===== src/rtl/acumulador_pkg.sv =====
// Shared types for the bit-serial sign-magnitude accumulator: FSM states and
// the width of the serial bit index.
package acumulador_pkg;

    typedef enum logic [1:0] {
        IDLE   = 2'd0,
        SERIAL = 2'd1,
        NEGATE = 2'd2,
        DONE   = 2'd3
    } state_t;

    // A single-bit index still needs one flop.
    function automatic int idx_w(input int bits);
        return (bits > 1) ? $clog2(bits) : 1;
    endfunction

endpackage


===== src/rtl/sumador_bit_serial.sv =====
// One-bit full adder cell.
// The same cell serves both the magnitude add/subtract pass and the negate pass.
module sumador_bit_serial (
    input  logic a,
    input  logic b,
    input  logic cin,
    output logic s,
    output logic cout
);

    assign s    = a ^ b ^ cin;
    assign cout = (a & b) | (cin & (a ^ b));

endmodule


===== src/rtl/acumulador_serial_sm.sv =====
// Bit-serial sign-magnitude accumulator: one full-adder cell, LSB first, plus
// a serial two's-complement pass when the magnitude subtraction borrows.
// Optional macro SERIAL_SATURATE_EN: an add overflow commits all ones instead of wrapping.
module acumulador_serial_sm
    import acumulador_pkg::*;
#(
    parameter int BITS = 4
) (
    input  logic            clk,
    input  logic            rst,
    input  logic            clear,
    input  logic            in_valid,
    output logic            in_ready,
    input  logic            in_pos,
    input  logic [BITS-1:0] in_mag,
    output logic            acc_pos,
    output logic [BITS-1:0] acc_mag,
    output logic            busy,
    output logic            done,
    output logic            overflow
);

    localparam int IW = idx_w(BITS);
    localparam logic [IW-1:0] LAST_IDX = IW'(BITS - 1);

    state_t          state_q;
    logic [IW-1:0]   idx_q;
    logic            carry_q;
    logic            op_sub_q;
    logic            new_pos_q;
    logic [BITS-1:0] opmag_q;
    logic [BITS-1:0] res_q;
    logic [BITS-1:0] acc_mag_q;
    logic            acc_pos_q;
    logic            done_q;
    logic            ovf_q;

    logic            fa_a;
    logic            fa_b;
    logic            fa_s;
    logic            fa_cout;
    logic [BITS-1:0] res_d;

    // SERIAL adds acc + (op or ~op); NEGATE feeds ~r with b=0 so carry-in does the +1.
    always_comb begin
        fa_a = 1'b0;
        fa_b = 1'b0;
        if (state_q == NEGATE) begin
            fa_a = ~res_q[0];
        end else begin
            fa_a = acc_mag_q[idx_q];
            fa_b = opmag_q[0] ^ op_sub_q;
        end
    end

    sumador_bit_serial u_fa (
        .a    (fa_a),
        .b    (fa_b),
        .cin  (carry_q),
        .s    (fa_s),
        .cout (fa_cout)
    );

    // Result enters at the MSB, so after BITS shifts it is LSB-aligned.
    assign res_d = {fa_s, res_q[BITS-1:1]};

    always_ff @(posedge clk) begin
        if (!rst) begin
            state_q   <= IDLE;
            idx_q     <= '0;
            carry_q   <= 1'b0;
            op_sub_q  <= 1'b0;
            new_pos_q <= 1'b1;
            opmag_q   <= '0;
            res_q     <= '0;
            acc_mag_q <= '0;
            acc_pos_q <= 1'b1;
            done_q    <= 1'b0;
            ovf_q     <= 1'b0;
        end else begin
            done_q <= 1'b0;
            case (state_q)
                IDLE: begin
                    if (clear) begin
                        acc_pos_q <= 1'b1;
                        acc_mag_q <= '0;
                        ovf_q     <= 1'b0;
                    end else if (in_valid) begin
                        opmag_q   <= in_mag;
                        op_sub_q  <= (in_pos != acc_pos_q);
                        carry_q   <= (in_pos != acc_pos_q);
                        new_pos_q <= acc_pos_q;
                        idx_q     <= '0;
                        state_q   <= SERIAL;
                    end
                end
                SERIAL: begin
                    carry_q <= fa_cout;
                    res_q   <= res_d;
                    opmag_q <= opmag_q >> 1;
                    idx_q   <= idx_q + IW'(1);
                    if (idx_q == LAST_IDX) begin
                        idx_q <= '0;
                        if (!op_sub_q) begin
                            state_q <= DONE;
                            if (fa_cout) begin
                                ovf_q <= 1'b1;
`ifdef SERIAL_SATURATE_EN
                                res_q <= '1;
`else
                                res_q <= res_d;
`endif
                            end
                        end else if (fa_cout) begin
                            state_q <= DONE;
                        end else begin
                            // Borrow: magnitude is in two's complement and the sign flips.
                            new_pos_q <= ~new_pos_q;
                            carry_q   <= 1'b1;
                            state_q   <= NEGATE;
                        end
                    end
                end
                NEGATE: begin
                    carry_q <= fa_cout;
                    res_q   <= res_d;
                    idx_q   <= idx_q + IW'(1);
                    if (idx_q == LAST_IDX) begin
                        idx_q   <= '0;
                        state_q <= DONE;
                    end
                end
                DONE: begin
                    acc_mag_q <= res_q;
                    acc_pos_q <= (res_q == '0) ? 1'b1 : new_pos_q;
                    done_q    <= 1'b1;
                    carry_q   <= 1'b0;
                    state_q   <= IDLE;
                end
                default: state_q <= IDLE;
            endcase
        end
    end

    // Handshake: an operand transfers on a rising edge where in_valid & in_ready;
    // the source holds in_valid/in_pos/in_mag stable until then.
    assign in_ready = (state_q == IDLE) & ~clear;
    assign busy     = (state_q != IDLE);
    assign done     = done_q;
    assign overflow = ovf_q;
    assign acc_pos  = acc_pos_q;
    assign acc_mag  = acc_mag_q;

endmodule

===== config.mk =====
export PLATFORM = sky130hd
export DESIGN_NAME = acumulador_serial_sm
export DESIGN_NICKNAME = d
export VERILOG_FILES = /design/src/rtl/acumulador_pkg.sv /design/src/rtl/sumador_bit_serial.sv /design/src/rtl/acumulador_serial_sm.sv
export SDC_FILE = /design/constraint.sdc
export NUM_CORES = 1
export LEC_CHECK = 0
export CORE_AREA = 2 2 65 49
export CTS_BUF_LIST = sky130_fd_sc_hd__clkbuf_4 sky130_fd_sc_hd__clkbuf_8
export CTS_CLUSTER_SIZE = 28
export DETAILED_ROUTE_END_ITERATION = 8
export DIE_AREA = 0 0 67 51
export DONT_BUFFER_PORTS = 1
export GPL_TIMING_DRIVEN = 0
export SYNTH_ARGS = -nofsm -noshare
export SYNTH_HDL_FRONTEND = slang
export SYNTH_SLANG_ARGS = --single-unit

===== constraint.sdc =====
create_clock -name clk -period 2.65 [get_ports clk]
set_input_delay 0.795 -clock clk [delete_from_list [all_inputs] [get_ports clk]]
set_output_delay 0.795 -clock clk [all_outputs]
set_load 0.005 [all_outputs]

==> impl_metrics.tcl, run 1 <==
set metrics [dict create \
    detail_route.iter0.violations 46 \
    cts.clk_slew.worst_paths_ns 0.08 \
    fp.dieH_um 51 \
    power.static_leakage_nw 0.493 \
    global_route.overflow_total 0 \
    hp-class "reg -> reg" \
    globalRouteTotalUtil_pct 15.4 \
    hold_ws_ns 0.518 \
    finalWorstSetupSlack_ns 0.274 \
    power.net_switching_uw 488 \
    wl_um 2430 \
    sequential_power_share_pct 36.6 \
    layout_commonest_cell "sky130_fd_sc_hd__dfxtp_1" \
    ratio_of_cells_with_drive_above_1_in_the_final_layout_pct 15.3 \
    syn-num-nets 136 \
    grt_setup_unrepaired "no" \
    antenna_cells 0 \
    critical-path-max-stage-delay_ns 0.52 \
    post_cts_resize_count 0 \
    tightest_pin_transition_ns 0.481 \
    cell_internal_pwr_uw 768 \
    syn_area_mm2 0.00120 \
    routedWlPerCell_um 15.0 \
    worst-endpoint-arrival_ns 2.51 \
    layout_common_cells "sky130_fd_sc_hd__dfxtp_1, sky130_fd_sc_hd__nor2b_1, sky130_fd_sc_hd__mux2i_1" \
    largest_net_degree_at_the_start_of_global_routing 12 \
    clock-skew-final_ns 0.00348 \
    initial_core_util_pct 41.7 \
    yosys_warnings 0 \
    power.share.switching_pct 38.8 \
    end_kind "flip-flop" \
    final_area_mm2 0.00129 \
    io_buffer_count 0 \
    drv.max_cap_violation_count 0 \
    outcome "finished clean" \
    crit_type "reg -> reg" \
    distinct_cell_type_count_after_synthesis 42 \
    grt_antenna_before_repair 0 \
    post_dp_cell_area_mm2 0.00125 \
    share_of_synthesized_registers_carrying_an_async_set_or_reset_pct 0 \
    cpLargestDelayFamily "multiplexers" \
    maxSlewViolCount 0 \
    ioPinCount 18 \
    worst-path-buf-inv 0 \
    place_congestion 0.832 \
    totalNegativeSetupSlack_ns 0 \
    p_comb_share_pct 47.4 \
    first_global_vias 862 \
    path_common_cell "sky130_fd_sc_hd__nand2_1" \
    synth_enable_flop_cells 0 \
    path_cells "mux4_2 -> nand2_1 -> o21ai_0 -> fa_1 -> nand4b_1 -> a22oi_2 -> mux2i_1 -> nand2_1" \
    detail-route-antenna-nets 0 \
    cts_hold_buf 0 \
    start_kind "flip-flop" \
    fraction_of_the_cycle_the_final_worst_path_needs_pct 89.7 \
    power_per_cell_area_mw_per_mm2 971 \
    first_pass_grt_wire_length_um 4000 \
    drtPass1Iterations 4 \
    ir_drop_v 0.000364 \
    final_period_minus_worst_setup_slack_ns 2.38 \
    ctsHtreeMaxLevel 1 \
    worst-path-max-fanout 5 \
    cts_root_buffer "sky130_fd_sc_hd__clkbuf_8" \
    core_mm2 0.00289 \
    finish.utilization_pct 44.7 \
    dpl.hpwl_um 1820 \
    dominantRegCellSynth "sky130_fd_sc_hd__dfxtp_1" \
    postCtsSetupRepairBufs 0 \
    fin_nets 141 \
    tritoncts "done" \
    setup_violations 0 \
    syn-mean-instance-area_um2 9.96 \
    post_synth_inst_count 121 \
    tritoncts.num_buffers 3 \
    required_ns 2.78 \
    power_frac_clock_pct 16.0 \
    route.detailed.drc 0 \
    dp_worst_setup_slack_ns 0.277 \
    timing.max_slew.rel_slack_pct 67.9 \
    worstSkewPairLatency_ns 0.26 \
    dr_total_vias 877 \
    hold_viol 0 \
    cts.path.max_buffers 2 \
    area_delta_synth_final_pct 7.37 \
    synth_sequential_area_ratio_pct 36.6 \
    fmax_ghz 0.421 \
    numClockSinks 22 \
    cp_slowest_cell "sky130_fd_sc_hd__mux4_2" \
    die_width_um 67 \
    synth.ff_latch_count 22 \
    area_enclosed_by_the_die_boundary_mm2 0.00342 \
    post_drt_via_cell_ratio 5.41 \
    placementRows 17 \
]
-- power groups by stage --
stage	clock, mW	sequential, mW	combinational [mW]
after global placement	0	0.464	0.574
after global routing	0.220	0.471	0.663
after detailed placement	0	0.467	0.589
after CTS	0.207	0.460	0.595
after floorplan	0	0.450	0.496
final	0.201	0.460	0.595
-- per-stage QoR --
| step | cells | power, mW |
|---|---|---|
| 2_1_floorplan | 121 | 0.946 |
| 3_3_place_gp | 159 | 1.04 |
| 3_5_place_dp | 159 | 1.06 |
| 4_1_cts | 162 | 1.26 |
| 5_1_grt | 162 | 1.35 |
| 6_report | 162 | 1.26 |
-- synth_stat cells, types with 2 or more instances --
cell type | count | area [um^2]
sky130_fd_sc_hd__buf_2 | 2 | 10.0
sky130_fd_sc_hd__mux2i_1 | 10 | 100
sky130_fd_sc_hd__a32oi_1 | 2 | 17.5
sky130_fd_sc_hd__mux2_2 | 3 | 33.8
sky130_fd_sc_hd__ha_1 | 5 | 62.6
sky130_fd_sc_hd__o21ai_1 | 3 | 15.0
sky130_fd_sc_hd__nand2_1 | 9 | 33.8
sky130_fd_sc_hd__a22oi_1 | 4 | 30.0
sky130_fd_sc_hd__nor2b_1 | 16 | 100
sky130_fd_sc_hd__inv_1 | 4 | 15.0
sky130_fd_sc_hd__a21oi_1 | 3 | 15.0
sky130_fd_sc_hd__and2_1 | 2 | 12.5
sky130_fd_sc_hd__clkbuf_1 | 2 | 7.51
sky130_fd_sc_hd__dfxtp_1 | 22 | 440
sky130_fd_sc_hd__o21ai_0 | 2 | 10.0
sky130_fd_sc_hd__nor2_1 | 4 | 15.0
sky130_fd_sc_hd__buf_6 | 2 | 22.5
sky130_fd_sc_hd__nand2b_1 | 2 | 12.5
-- path summary, 6_finish.rpt --
kind	start	to	slack [ns]	cells past startpoint
hold reg to reg	opmag_q[1]	opmag_q[1]	0.52	2
hold / removal	opmag_q[1]	opmag_q[1]	0.52	2
setup / recovery	idx_q[1]	new_pos_q	0.27	8
setup reg to reg	idx_q[1]	new_pos_q	0.27	8
-- cells by family (layout without fill, tap and decap cells) --
kind of cell             Yosys count  in the layout  share of synthesized area [%]
AO/OA/AOI/OAI                     26             26                           17.3
XOR/XNOR                           2              2                           1.45
adder cells (fa/ha/maj)            6              6                           6.85
buffers and inverters             11             14                           4.88
flip-flops                        22             22                           36.6
multiplexers                      15             15                           14.8
AND/OR/NAND/NOR                   39             39                           18.1
-- worst register-to-register path: cells and delay by family (launching register included) --
kind | cells | cell delay [ns]
AND/OR/NAND/NOR | 3 | 0.36
flip-flops | 1 | 0.40
adder cells (fa/ha/maj) | 1 | 0.49
AO/OA/AOI/OAI | 2 | 0.29
multiplexers | 2 | 0.73
-- layer usage --
layer  up-vias  GRT usage, %  wire [um]  share of wire (%)
li1        434             -          -                  -
met1       409          21.2       1150                 47
met2        32          22.1       1030                 42
met3         2          6.17        235                9.7
met4         0          4.08         12               0.49
met5         -             0          0                  0
-- registers in the layout, indices dropped and copies added (netlist names) --
register	count
overflow	1
op_sub_q	1
done	1
opmag_q	4
idx_q	2
acc_mag	4
state_q	2
acc_pos	1
res_q	4
new_pos_q	1
carry_q	1
-- layout make-up --
class	instances	area [um^2]
fill	289	1600
inverter	5	18.8
buffer	6	40.0
sequential	22	440
tap	38	47.5
clock buffer	3	41.3
multi-input combinational	88	706
No activity file was read; power rests on OpenSTA's default activity.
==> inputs of run 2 (changes only) <==
CORE_AREA = 2 2 69 51   (was 2 2 65 49)
DIE_AREA = 0 0 71 53   (was 0 0 67 51)
MAX_ROUTING_LAYER = met4   (was not set)
==> run 2 against run 1 <==
  * Hold slack got worse by 0.0099 ns
  * Flip-flop and latch count unchanged
  * Final cell count unchanged
  * Setup slack got worse by 0.0021 ns
  * Critical path type unchanged
  * Wire length increased by 4.4%
  * Non-clock buffer count unchanged
  * Sequential power about the same
  * Critical endpoint unchanged
  * Global-route usage increased by 0.71 points
  * Clock skew increased by 0.00078 ns
  * Maximum frequency about the same
  * Sequential share of layout area unchanged
==> impl_metrics.tcl, run 2 (synthesized netlist as in run 1, its figures left out) <==
set metrics [dict create \
    outcome "finished clean" \
    area_enclosed_by_the_die_boundary_mm2 0.00376 \
    start_kind "flip-flop" \
    fmax_ghz 0.420 \
    largest_net_degree_at_the_start_of_global_routing 12 \
    initial_core_util_pct 39.1 \
    layout_common_cells "sky130_fd_sc_hd__dfxtp_1, sky130_fd_sc_hd__nor2b_1, sky130_fd_sc_hd__mux2i_1" \
    numClockSinks 22 \
    cts_root_buffer "sky130_fd_sc_hd__clkbuf_8" \
    routedWlPerCell_um 15.6 \
    final_area_mm2 0.00129 \
    power.net_switching_uw 497 \
    worstSkewPairLatency_ns 0.27 \
    worst-endpoint-arrival_ns 2.52 \
    ir_drop_v 0.000307 \
    required_ns 2.79 \
    finish.utilization_pct 41.9 \
    postCtsSetupRepairBufs 0 \
    power.static_leakage_nw 0.493 \
    place_congestion 0.787 \
    first_pass_grt_wire_length_um 4370 \
    globalRouteTotalUtil_pct 16.1 \
    grt_setup_unrepaired "no" \
    sequential_power_share_pct 36.1 \
    post_dp_cell_area_mm2 0.00125 \
    cts.clk_slew.worst_paths_ns 0.08 \
    io_buffer_count 0 \
    hold_viol 0 \
    cp_slowest_cell "sky130_fd_sc_hd__mux4_2" \
    p_comb_share_pct 47.1 \
    fp.dieH_um 53 \
    end_kind "flip-flop" \
    global_route.overflow_total 0 \
    critical-path-max-stage-delay_ns 0.51 \
    path_cells "mux4_2 -> nand2_1 -> o21ai_0 -> fa_1 -> nand4b_1 -> a22oi_2 -> mux2i_1 -> nand2_1" \
    cts_hold_buf 0 \
    path_common_cell "sky130_fd_sc_hd__nand2_1" \
    tritoncts "done" \
    drtPass1Iterations 4 \
    placementRows 17 \
    die_width_um 71 \
    detail_route.iter0.violations 80 \
    maxSlewViolCount 0 \
    timing.max_slew.rel_slack_pct 69.7 \
    totalNegativeSetupSlack_ns 0 \
    fin_nets 141 \
    grt_antenna_before_repair 0 \
    tightest_pin_transition_ns 0.454 \
    area_delta_synth_final_pct 7.37 \
    final_period_minus_worst_setup_slack_ns 2.38 \
    wl_um 2530 \
    r2r_slack_ns 0.27 \
    post_cts_resize_count 0 \
    dpl.cell_count 159 \
    cts.path.max_buffers 2 \
    detail-route-antenna-nets 0 \
    dpl.hpwl_um 1880 \
    worst-path-max-fanout 5 \
    post_drt_via_cell_ratio 5.51 \
    ctsHtreeMaxLevel 1 \
    first_global_vias 887 \
    fraction_of_the_cycle_the_final_worst_path_needs_pct 89.8 \
    ioPinCount 18 \
    power.share.switching_pct 39.3 \
    hp-class "reg -> reg" \
    route.detailed.drc 0 \
    tritoncts.num_buffers 3 \
    drv.max_cap_violation_count 0 \
    crit_type "reg -> reg" \
    finalPower_mw 1.26 \
    setup_violations 0 \
    ratio_of_cells_with_drive_above_1_in_the_final_layout_pct 15.3 \
    power_per_cell_area_mw_per_mm2 977 \
    dr_total_vias 892 \
    power_frac_clock_pct 16.8 \
    clock-skew-final_ns 0.00426 \
    layout.cells.non_filler 162 \
    antenna_cells 0 \
    cell_internal_pwr_uw 767 \
    core_mm2 0.00308 \
    layout_commonest_cell "sky130_fd_sc_hd__dfxtp_1" \
]
-- run 2: metal layers --
metal  track usage (%)  share of wire, %
met1              20.2                51
met2              23.4                40
met3              6.10               7.2
met4              6.60               1.6
met5                 -                 0
-- run 2: critical path: cells and delay by family (launching register included) --
family	cells	cell delay [ns]
and+or+nand+nor	3	0.36
DFF	1	0.39
adders and majority gates	1	0.50
muxes	2	0.71
AOI/OAI and AO/OA	2	0.28
-- run 2: worst paths after layout --
check	start	end	cells past startpoint
min reg2reg	carry_q	carry_q	2
max	idx_q[1]	new_pos_q	8
min	carry_q	carry_q	2
max reg2reg	idx_q[1]	new_pos_q	8
-- run 2: layout make-up --
cell class              instances  area, um^2
fillers                       310        1790
multi-input cells              88         706
flip-flops and latches         22         440
well taps                      38        47.5
clock buffers                   3        41.3
plain buffers                   6        40.0
inverters                       5        18.8
-- run 2: power groups by stage --
stage          clock [mW]  sequential [mW]  combinational, mW
4_1_cts             0.217            0.457              0.596
6_report            0.212            0.457              0.595
5_1_grt             0.231            0.468              0.660
2_1_floorplan           0            0.450              0.496
3_5_place_dp            0            0.464              0.591
3_3_place_gp            0            0.462              0.582
-- run 2: per-stage QoR --
step / hold WS [ns] / setup slack, ns
detailed placement: 0.497 / 0.272
global route: 0.526 / 0.105
floorplan: 0.465 / 0.449
global placement: 0.488 / 0.306
CTS: 0.514 / 0.236
finish: 0.508 / 0.272
